## config.mk

```make
export PLATFORM = sky130hd
export DESIGN_NAME = mc_ctrl_fsm_flat
export DESIGN_NICKNAME = d
export VERILOG_FILES = /design/src/rtl/mc_ctrl_fsm_if.sv /design/src/rtl/mc_ctrl_fsm.sv /design/src/flat_wrapper.sv
export SDC_FILE = /design/constraint.sdc
export NUM_CORES = 1
export LEC_CHECK = 0
export BUFFER_PORTS_ARGS = -buffer_cell sky130_fd_sc_hd__buf_2
export CAP_MARGIN = 40
export CORE_AREA = 5 5 101 103
export CTS_CLUSTER_SIZE = 40
export DETAILED_ROUTE_END_ITERATION = 10
export DIE_AREA = 0 0 106 108
export PLACE_DENSITY_LB_ADDON = 0.08
export SYNTH_ARGS = -nofsm -noshare
export SYNTH_HDL_FRONTEND = slang
export SYNTH_SLANG_ARGS = --single-unit
export TNS_END_PERCENT = 50
```

## constraint.sdc

```tcl
create_clock -name clk -period 2.7 [get_ports clk]
set_input_delay 0.135 -clock clk [delete_from_list [all_inputs] [get_ports clk]]
set_output_delay 0.135 -clock clk [all_outputs]
set_load 0.005 [all_outputs]
```

## src/rtl/mc_ctrl_fsm_if.sv

```systemverilog
// Datapath control bundle between the multi-cycle control FSM and the
// MIPS-subset datapath (PC, IR, register file, ALU, data memory).
//
// Data-memory handshake: mem_req is the valid of a request and mem_we
// qualifies it as a write (mem_we means nothing while mem_req is low).
// The request is held stable until the memory answers with mem_ready
// (ready). The transfer completes on the rising edge where both mem_req
// and mem_ready are high. A request that never sees mem_ready is
// withdrawn by the controller after its timeout.
interface mc_ctrl_fsm_if;
    logic [31:0] instr;
    logic        alu_zero;
    logic        mem_ready;
    logic        ir_we;
    logic        pc_we;
    logic [1:0]  pc_sel;
    logic [1:0]  alu_op;
    logic        alu_src_b;
    logic        ext_op;
    logic        reg_we;
    logic [1:0]  reg_dst;
    logic [1:0]  wd_sel;
    logic        mem_req;
    logic        mem_we;

    modport master (
        input  instr, alu_zero, mem_ready,
        output ir_we, pc_we, pc_sel, alu_op, alu_src_b, ext_op,
               reg_we, reg_dst, wd_sel, mem_req, mem_we
    );

    modport slave (
        output instr, alu_zero, mem_ready,
        input  ir_we, pc_we, pc_sel, alu_op, alu_src_b, ext_op,
               reg_we, reg_dst, wd_sel, mem_req, mem_we
    );
endinterface

```

## src/rtl/mc_ctrl_fsm.sv

```systemverilog
// Multi-cycle control FSM for the MIPS-subset datapath. Sequences each
// instruction through FETCH, DECODE, EXEC, MEM and WB, drives all datapath
// enables/selects combinationally from state and the internal IR copy, and
// keeps a retired-instruction counter plus sticky illegal/bus-error flags.
module mc_ctrl_fsm #(
    parameter int unsigned MEM_TIMEOUT = 15,
    parameter int unsigned CNT_W       = 32
) (
    input  logic               clk,
    input  logic               reset,
    mc_ctrl_fsm_if.master      dp,
    output logic [2:0]         state,
    output logic [CNT_W-1:0]   retired,
    output logic               illegal,
    output logic               bus_error
);
    typedef enum logic [2:0] {
        S_FETCH  = 3'd0,
        S_DECODE = 3'd1,
        S_EXEC   = 3'd2,
        S_MEM    = 3'd3,
        S_WB     = 3'd4
    } state_t;

    localparam logic [5:0] OP_RTYPE = 6'b000000;
    localparam logic [5:0] OP_ORI   = 6'b001101;
    localparam logic [5:0] OP_LUI   = 6'b001111;
    localparam logic [5:0] OP_LW    = 6'b100011;
    localparam logic [5:0] OP_SW    = 6'b101011;
    localparam logic [5:0] OP_BEQ   = 6'b000100;
    localparam logic [5:0] OP_JAL   = 6'b000011;
    localparam logic [5:0] FN_ADDU  = 6'b100001;
    localparam logic [5:0] FN_SUBU  = 6'b100011;
    localparam logic [5:0] FN_JR    = 6'b001000;
    // Last MEM cycle index (counter value) before the access is aborted.
    localparam logic [7:0] TMO_LAST = 8'(MEM_TIMEOUT - 1);

    state_t           state_q, state_d;
    logic [31:0]      ir_q, ir_d;
    logic [7:0]       tmo_q, tmo_d;
    logic [CNT_W-1:0] retired_q;
    logic             illegal_q, bus_error_q;
    logic             ret_inc, set_ill, set_bus;

    // Instruction decode from the internal IR copy.
    logic [5:0] opcode, funct;
    logic is_nop, is_rtype, is_addu, is_subu, is_jr;
    logic is_ori, is_lui, is_lw, is_sw, is_beq, is_jal, is_legal;

    assign opcode   = ir_q[31:26];
    assign funct    = ir_q[5:0];
    assign is_nop   = (ir_q == 32'd0);
    assign is_rtype = (opcode == OP_RTYPE) && !is_nop;
    assign is_addu  = is_rtype && (funct == FN_ADDU);
    assign is_subu  = is_rtype && (funct == FN_SUBU);
    assign is_jr    = is_rtype && (funct == FN_JR);
    assign is_ori   = (opcode == OP_ORI);
    assign is_lui   = (opcode == OP_LUI);
    assign is_lw    = (opcode == OP_LW);
    assign is_sw    = (opcode == OP_SW);
    assign is_beq   = (opcode == OP_BEQ);
    assign is_jal   = (opcode == OP_JAL);
    assign is_legal = is_nop | is_addu | is_subu | is_jr | is_ori | is_lui |
                      is_lw | is_sw | is_beq | is_jal;

    // State, IR copy, timeout counter, retired counter and sticky flags.
    always_ff @(posedge clk) begin
        if (reset) begin
            state_q     <= S_FETCH;
            ir_q        <= 32'd0;
            tmo_q       <= 8'd0;
            retired_q   <= '0;
            illegal_q   <= 1'b0;
            bus_error_q <= 1'b0;
        end else begin
            state_q     <= state_d;
            ir_q        <= ir_d;
            tmo_q       <= tmo_d;
            if (ret_inc) retired_q <= retired_q + CNT_W'(1);
            illegal_q   <= illegal_q | set_ill;
            bus_error_q <= bus_error_q | set_bus;
        end
    end

    // Next-state logic and combinational control outputs.
    always_comb begin
        state_d      = S_FETCH;
        ir_d         = ir_q;
        tmo_d        = 8'd0;
        ret_inc      = 1'b0;
        set_ill      = 1'b0;
        set_bus      = 1'b0;
        dp.ir_we     = 1'b0;
        dp.pc_we     = 1'b0;
        dp.pc_sel    = 2'd0;
        dp.alu_op    = 2'd0;
        dp.alu_src_b = 1'b0;
        dp.ext_op    = 1'b0;
        dp.reg_we    = 1'b0;
        dp.reg_dst   = 2'd0;
        dp.wd_sel    = 2'd0;
        dp.mem_req   = 1'b0;
        dp.mem_we    = 1'b0;
        case (state_q)
            S_FETCH: begin
                dp.ir_we = 1'b1;
                dp.pc_we = 1'b1;
                ir_d     = dp.instr;
                state_d  = S_DECODE;
            end
            S_DECODE: begin
                if (!is_legal || is_nop) begin
                    set_ill = !is_legal;
                    ret_inc = 1'b1;
                end else if (is_jal) begin
                    dp.reg_we  = 1'b1;
                    dp.reg_dst = 2'd2;
                    dp.wd_sel  = 2'd2;
                    dp.pc_we   = 1'b1;
                    dp.pc_sel  = 2'd2;
                    ret_inc    = 1'b1;
                end else if (is_jr) begin
                    dp.pc_we  = 1'b1;
                    dp.pc_sel = 2'd3;
                    ret_inc   = 1'b1;
                end else begin
                    state_d = S_EXEC;
                end
            end
            S_EXEC: begin
                state_d = S_WB;
                if (is_subu) begin
                    dp.alu_op = 2'd1;
                end else if (is_ori) begin
                    dp.alu_op    = 2'd2;
                    dp.alu_src_b = 1'b1;
                end else if (is_lui) begin
                    dp.alu_op    = 2'd3;
                    dp.alu_src_b = 1'b1;
                end else if (is_lw || is_sw) begin
                    dp.alu_src_b = 1'b1;
                    dp.ext_op    = 1'b1;
                    state_d      = S_MEM;
                end else if (is_beq) begin
                    dp.alu_op = 2'd1;
                    dp.ext_op = 1'b1;
                    dp.pc_sel = 2'd1;
                    dp.pc_we  = dp.alu_zero;
                    state_d   = S_FETCH;
                    ret_inc   = 1'b1;
                end
            end
            S_MEM: begin
                // Keep the address computation driven for the whole access.
                dp.alu_src_b = 1'b1;
                dp.ext_op    = 1'b1;
                dp.mem_req   = 1'b1;
                dp.mem_we    = is_sw;
                if (dp.mem_ready) begin
                    state_d = is_lw ? S_WB : S_FETCH;
                    ret_inc = is_sw;
                end else if (tmo_q == TMO_LAST) begin
                    set_bus = 1'b1;
                end else begin
                    tmo_d   = tmo_q + 8'd1;
                    state_d = S_MEM;
                end
            end
            S_WB: begin
                dp.reg_we  = 1'b1;
                dp.reg_dst = is_rtype ? 2'd1 : 2'd0;
                dp.wd_sel  = is_lw ? 2'd1 : 2'd0;
                ret_inc    = 1'b1;
            end
            default: begin
                state_d = S_FETCH;
            end
        endcase
        if (reset) begin
            dp.ir_we     = 1'b0;
            dp.pc_we     = 1'b0;
            dp.pc_sel    = 2'd0;
            dp.alu_op    = 2'd0;
            dp.alu_src_b = 1'b0;
            dp.ext_op    = 1'b0;
            dp.reg_we    = 1'b0;
            dp.reg_dst   = 2'd0;
            dp.wd_sel    = 2'd0;
            dp.mem_req   = 1'b0;
            dp.mem_we    = 1'b0;
        end
    end

    assign state     = state_q;
    assign retired   = retired_q;
    assign illegal   = illegal_q;
    assign bus_error = bus_error_q;
endmodule
```

## src/flat_wrapper.sv

```systemverilog
// flat-port wrapper written by rule: the top's interface ports become plain ports
module mc_ctrl_fsm_flat 
#(
    parameter int unsigned MEM_TIMEOUT = 15,
    parameter int unsigned CNT_W       = 32
)
  (clk, reset, state, retired, illegal, bus_error, dp_instr, dp_alu_zero, dp_mem_ready, dp_ir_we, dp_pc_we, dp_pc_sel, dp_alu_op, dp_alu_src_b, dp_ext_op, dp_reg_we, dp_reg_dst, dp_wd_sel, dp_mem_req, dp_mem_we);
  mc_ctrl_fsm_if dp_i ();
  input  logic clk;
  input  logic reset;
  output logic [2:0] state;
  output logic [CNT_W-1:0] retired;
  output logic illegal;
  output logic bus_error;
  input wire logic [$bits(dp_i.instr)-1:0] dp_instr;
  input wire logic [$bits(dp_i.alu_zero)-1:0] dp_alu_zero;
  input wire logic [$bits(dp_i.mem_ready)-1:0] dp_mem_ready;
  output wire logic [$bits(dp_i.ir_we)-1:0] dp_ir_we;
  output wire logic [$bits(dp_i.pc_we)-1:0] dp_pc_we;
  output wire logic [$bits(dp_i.pc_sel)-1:0] dp_pc_sel;
  output wire logic [$bits(dp_i.alu_op)-1:0] dp_alu_op;
  output wire logic [$bits(dp_i.alu_src_b)-1:0] dp_alu_src_b;
  output wire logic [$bits(dp_i.ext_op)-1:0] dp_ext_op;
  output wire logic [$bits(dp_i.reg_we)-1:0] dp_reg_we;
  output wire logic [$bits(dp_i.reg_dst)-1:0] dp_reg_dst;
  output wire logic [$bits(dp_i.wd_sel)-1:0] dp_wd_sel;
  output wire logic [$bits(dp_i.mem_req)-1:0] dp_mem_req;
  output wire logic [$bits(dp_i.mem_we)-1:0] dp_mem_we;
  assign dp_i.instr = dp_instr;
  assign dp_i.alu_zero = dp_alu_zero;
  assign dp_i.mem_ready = dp_mem_ready;
  assign dp_ir_we = dp_i.ir_we;
  assign dp_pc_we = dp_i.pc_we;
  assign dp_pc_sel = dp_i.pc_sel;
  assign dp_alu_op = dp_i.alu_op;
  assign dp_alu_src_b = dp_i.alu_src_b;
  assign dp_ext_op = dp_i.ext_op;
  assign dp_reg_we = dp_i.reg_we;
  assign dp_reg_dst = dp_i.reg_dst;
  assign dp_wd_sel = dp_i.wd_sel;
  assign dp_mem_req = dp_i.mem_req;
  assign dp_mem_we = dp_i.mem_we;
  mc_ctrl_fsm #(.MEM_TIMEOUT(MEM_TIMEOUT), .CNT_W(CNT_W)) u_core (.clk(clk), .reset(reset), .dp(dp_i), .state(state), .retired(retired), .illegal(illegal), .bus_error(bus_error));
endmodule
```

==> results of run 1 <==
## stage by stage
step	hold WS, ns	worst slack, ns
CTS	0.00677	0.350
global placement	0.377	0.436
floorplan	0.271	0.608
global route	0.0113	0.160
detailed placement	0.381	0.375
finish	0.0229	0.354
## flip-flops by register name (all words and copies together) (netlist names)
signal / cells
u_core.ir_q: 32
u_core.retired: 32
u_core.tmo_q: 8
u_core.state: 3
u_core.bus_error: 1
u_core.illegal: 1
## layout make-up
type	instances	area, um^2
repair buffers	96	523
flip-flops and latches	77	1540
inverters	4	15.0
clock buffers	12	155
multi-input cells	335	1870
well taps	111	139
fillers	946	4790
clock inverters	4	70.1
## layer usage
metal	routed length (um)	GRT usage	vias to the layer above
met5	0	0	-
met4	97	0.0527	0
met3	524	0.0478	9
met2	4170	0.261	76
met1	4370	0.210	1570
li1	-	-	1721
## synth_stat cells, types with 2 or more instances
library cell	count
nand2b_1	3
nor3_1	7
or4_1	2
nand4_1	12
o2111ai_1	8
or3_1	16
ha_1	3
and2_1	3
nand3b_1	5
nand3_1	12
nor4_1	7
o21ai_0	16
xnor2_1	3
xor2_1	20
clkbuf_1	17
nor2b_1	2
a21oi_1	53
inv_1	3
nor3b_1	2
dfxtp_1	77
and4_1	5
nand2_1	72
buf_4	2
buf_2	8
and3_1	9
o211ai_1	3
nor2_1	50
o21a_1	3
## power by group through the flow
stage	Combinational, mW	Clock (mW)	Sequential (mW)
5_1_grt	0.273	1.07	1.22
6_report	0.240	0.981	1.21
4_1_cts	0.244	1.01	1.21
3_5_place_dp	0.244	0	1.24
2_1_floorplan	0.162	0	1.23
3_3_place_gp	0.231	0	1.24
## path summary, 6_finish.rpt
path | end | from | cells after the start | slack, ns
setup / recovery | u_core.retired[31] | u_core.ir_q[28] | 7 | 0.35
hold / removal | u_core.ir_q[15] | dp_instr[15] | 3 | 0.02
setup reg to reg | u_core.retired[31] | u_core.ir_q[28] | 7 | 0.35
hold reg to reg | u_core.illegal | u_core.illegal | 2 | 0.44
## worst register-to-register path, delay by kind of cell (launching register included)
family | cells | cell delay [ns]
AO/OA/AOI/OAI | 4 | 0.83
buffers and inverters | 1 | 0.24
flip-flops | 1 | 0.41
AND/OR/NAND/NOR | 2 | 0.80
## logic make-up after synthesis
kind of cell | count (synthesis) | synth area share
mux | 1 | 0.00281
compound gates | 93 | 0.155
buf+inv | 33 | 0.0422
flops | 77 | 0.433
fa+ha+maj | 3 | 0.0105
simple gates | 215 | 0.300
xor+xnor | 23 | 0.0566
==> results_dict.tcl, run 1 <==
set metrics [dict create \
    p_switching_uw 590 \
    worst_path_max_delay_cell "dfxtp_1" \
    fin_util 0.474 \
    antenna_found_initial 0 \
    instances_no_fill 639 \
    fmax_mhz 426 \
    p_int_mw 1.84 \
    cts_tree "built" \
    finalMaxSlewViolations 0 \
    numClockSinks 77 \
    ant_nets 0 \
    final_nets 562 \
    cts_made_buffers 9 \
    ctsHoldBuffers 0 \
    synth_cells 445 \
    drive_above_1_share 0.223 \
    grt_use_total 0.162 \
    postSynthAreaPerCell_um2 8.00 \
    rsz0062_at_grt "false" \
    ys_types 50 \
    chipWidth_um 106 \
    worstPathArrival_ns 2.61 \
    syn_nets 484 \
    final_common_cell "buf_2" \
    viasPerCell 5.28 \
    diodes 0 \
    cp_slowest_stage_delay_ns 0.41 \
    power_frac_seq 0.498 \
    place_congestion 0.779 \
    dpl_cell_area_um2 4090 \
    synth_area_um2 3560 \
    ys_seq_area_frac 0.433 \
    post_drt_wl_per_cell_um 14.3 \
    cts_setup_buffers 0 \
    drc 0 \
    pwr-share-clk 0.403 \
    synthArstFlopShare 0 \
    critPathMaxFanout 16 \
    power_mw 2.43 \
    synth_top_area_frac 0.433 \
    die-area_um2 11400 \
    path_delay_family "compound AO/OA/AOI/OAI gates" \
    cts_buffer_depth 2 \
    yosys_register_bits 77 \
    area_growth_pct 21.3 \
    cts.reportedPaths.clkPinSlew_ns 0.08 \
    critPathCaptureType "flop" \
    status "completed" \
    cts_resized 0 \
    synth_ff_type "dfxtp_1" \
    worstMarginPinSlew_ns 0.623 \
    die_h_um 108 \
    relSlewSlack 0.585 \
    clk_latency_ns 0.34 \
    p_comb_frac 0.099 \
    ys.warnings.count 0 \
    cap_violations 0 \
    cp_cell_sequence "or3b_1, o41ai_1, o21bai_2, buf_4, o211ai_2, or3_1, a21oi_1" \
    grt_max_degree 61 \
    dp.cells 623 \
    yosysTopAreaCell "dfxtp_1" \
    p_leak_nw 1.81 \
    fin_skew_ns 0.00967 \
    hold_viol_final 0 \
    fin_crit_ns 2.35 \
    synth_area_leaders "dfxtp_1 (43%), nand2_1 (7.6%), a21oi_1 (7.4%), nor2_1 (5.3%), xor2_1 (4.9%)" \
    io_pins 88 \
    dr.pass1.iters 4 \
    wl_um 9170 \
    cp.required_ns 2.97 \
    grt_overflow 0 \
    grt_pass1_wl_um 15400 \
    hpwl_um 6560 \
    period_share 0.869 \
    drt_iter0_drc 139 \
    io_buffers 87 \
    root_buffer "clkbuf_8" \
    worstHoldPathType "in2reg" \
    row_count 35 \
    irDropWorstVdd_uv 280 \
    initial_utilization 0.391 \
    synth_edf_count 0 \
    final_cell_mix "buf_2 (87), dfxtp_1 (77), nand2_1 (72), a21oi_1 (53), nor2_1 (50)" \
    start_kind "flop" \
    core_um2 9110 \
    vias 3376 \
    timing.critical_path.buf_inv 1 \
    timing.setup.tns_ns 0 \
    finish.instance_area_um2 4320 \
    setup-violations-final 0 \
    switching_share 0.242 \
    cts_htree_levels 3 \
    critPathKind "reg2reg" \
    grt_pass1_vias 3230 \
    p_per_area_nw_per_um2 564 \
]
Power figures use the tool's default switching activity.
==> run 2, diff against run 1 <==
--- a/config.mk
+++ b/config.mk
@@ -5,12 +5,13 @@
 export SDC_FILE = /design/constraint.sdc
 export NUM_CORES = 1
 export LEC_CHECK = 0
+export ABC_AREA = 1
 export BUFFER_PORTS_ARGS = -buffer_cell sky130_fd_sc_hd__buf_2
 export CAP_MARGIN = 40
-export CORE_AREA = 5 5 101 103
+export CORE_AREA = 5 5 108 110
 export CTS_CLUSTER_SIZE = 40
 export DETAILED_ROUTE_END_ITERATION = 10
-export DIE_AREA = 0 0 106 108
+export DIE_AREA = 0 0 113 115
 export PLACE_DENSITY_LB_ADDON = 0.08
 export SYNTH_ARGS = -nofsm -noshare
 export SYNTH_HDL_FRONTEND = slang
==> constraint.sdc (replaced) <==
create_clock -name clk -period 2.7 [get_ports clk]
set_input_delay 0.27 -clock clk [delete_from_list [all_inputs] [get_ports clk]]
set_output_delay 0.27 -clock clk [all_outputs]
set_load 0.005 [all_outputs]
==> results_dict.tcl, run 2 <==
set metrics [dict create \
    status "completed" \
    cts_htree_levels 3 \
    highest_layer "met4" \
    yosys_register_bits 77 \
    fmax_mhz 424 \
    dp.cells 809 \
    antenna_found_initial 0 \
    drive_above_1_share 0.177 \
    io_buffers 87 \
    postSynthAreaPerCell_um2 6.81 \
    fin_skew_ns 0.0156 \
    clk_latency_ns 0.35 \
    synth_area_leaders "dfxtp_1 (38%), nand2_1 (11%), a21oi_1 (8.2%), nor2_1 (6.8%), inv_1 (6.0%)" \
    die-area_um2 13000 \
    synth_cells 601 \
    ys_seq_area_frac 0.376 \
    wl_met3_um 467 \
    cp_cell_sequence "inv_2, nand2_1, nor2_2, nand2_1, nor2_2, nand2_2, o211ai_1, inv_1, nand2_2, nand3_1, inv_1, nand3_1, inv_1, buf_2" \
    setup_slack_ns 0.340 \
    final_cell_mix "nand2_1 (117), buf_2 (87), dfxtp_1 (77), nor2_1 (74), a21oi_1 (67)" \
    synth_top_area_frac 0.376 \
    vias 4031 \
    wl_um 11000 \
    cts_buffer_depth 2 \
    ctsHoldBuffers 0 \
    grt_pass1_wl_um 18300 \
    p_leak_nw 2.08 \
    ys_types 30 \
    irDropWorstVdd_uv 274 \
    grt_use_total 0.171 \
    synth_ff_type "dfxtp_1" \
    row_count 38 \
    post_drt_wl_per_cell_um 13.3 \
    synth.most_common_cell "nand2_1" \
    drc 0 \
    timing.setup.tns_ns 0 \
    cp.required_ns 2.43 \
    crit_path_frequent_cell "inv_1" \
    worstPathArrival_ns 2.09 \
    cts_tree "built" \
    grt_overflow 0 \
    worstMarginPinSlew_ns 0.570 \
    dr.pass1.iters 7 \
    ant_nets 0 \
    yosysTopAreaCell "dfxtp_1" \
    hold_viol_final 0 \
    cts_setup_buffers 0 \
    drt_iter0_drc 155 \
    relSlewSlack 0.617 \
    worstHoldPathType "in2reg" \
    syn_nets 640 \
    setup-violations-final 0 \
    synth_area_um2 4100 \
    io_pins 88 \
    grt_max_degree 44 \
    synth_edf_count 0 \
    rsz0062_at_grt "false" \
    numClockSinks 77 \
    cp_slowest_stage_delay_ns 0.37 \
    critPathCaptureType "output pin" \
    fin_crit_ns 2.36 \
    yosys-top-cells-count "nand2_1 (117), dfxtp_1 (77), nor2_1 (74)" \
    final_nets 719 \
    viasPerCell 4.89 \
    area_growth_pct 18.3 \
    cts.reportedPaths.clkPinSlew_ns 0.09 \
    grt_pass1_vias 3819 \
    finalMaxSlewViolations 0 \
    cap_violations 0 \
    hpwl_um 8390 \
    synthArstFlopShare 0 \
    root_buffer "clkbuf_8" \
    start_kind "flop" \
    instances_no_fill 825 \
    cts_resized 0 \
    critPathKind "reg2out" \
    cts_made_buffers 9 \
    core_um2 10600 \
    p_per_area_nw_per_um2 536 \
    wl_met2_um 5160 \
    initial_utilization 0.386 \
    place_congestion 0.918 \
    worst_path_max_delay_cell "dfxtp_1" \
    die_h_um 115 \
    pre_cts_slack_ns 0.480 \
    ys.warnings.count 0 \
    critPathMaxFanout 6 \
    diodes 0 \
    period_share 0.874 \
    final_common_cell "nand2_1" \
    m1WireLength_um 5210 \
    chipWidth_um 113 \
]
run 2: power breakdown:
group | internal [mW] | leakage (nW) | switching (mW) | total (mW)
Combinational | 0.101 | 1.34 | 0.211 | 0.312
Sequential | 1.19 | 0.630 | 0.0313 | 1.22
Clock | 0.615 | 0.116 | 0.446 | 1.06
run 2: logic make-up after synthesis:
logic type,synth area share
AO/OA/AOI/OAI,0.141
XOR/XNOR,0.0706
adder cells (fa/ha/maj),0.00917
buffers and inverters,0.0981
flip-flops,0.376
AND/OR/NAND/NOR,0.305
run 2: per-layer routing:
| layer | global-route usage | vias up |
|---|---|---|
| met5 | 0 | - |
| met4 | 0.0521 | 0 |
| met3 | 0.0374 | 13 |
| met2 | 0.285 | 81 |
| met1 | 0.223 | 1829 |
| li1 | - | 2108 |
run 2: area by class of cell:
class	count	area [um^2]
timing repair buffer	93	480
sequential	77	1540
tap	140	175
multi-input combinational	431	2150
inverter	68	255
clock buffer	10	128
fill	1140	5760
clock inverter	6	111
run 2: final timing paths:
path	start	to	slack, ns	depth (start not counted)
worst max-delay path	u_core.ir_q[29]	dp_wd_sel[1]	0.34	14
worst min-delay path	dp_instr[4]	u_core.ir_q[4]	0.19	3
worst max register to register	u_core.ir_q[29]	u_core.retired[28]	0.49	14
worst min register to register	u_core.ir_q[11]	u_core.ir_q[11]	0.45	2
run 2: through the flow:
step | util | hold WS (ns) | cell area [um^2] | total power, mW
after floorplan | - | 0.429 | 4100 | 1.49
after global placement | 0.434 | 0.439 | 4600 | 1.56
after detailed placement | 0.434 | 0.448 | 4600 | 1.57
after CTS | 0.457 | 0.180 | 4840 | 2.63
after global routing | 0.457 | 0.194 | 4840 | 2.73
final | 0.457 | 0.188 | 4840 | 2.60
run 2: critical path: cells and delay by family (launching register included):
kind	cells	cell delay, ns
simple gates	8	0.79
buf+inv	5	0.47
flops	1	0.37
compound gates	1	0.10
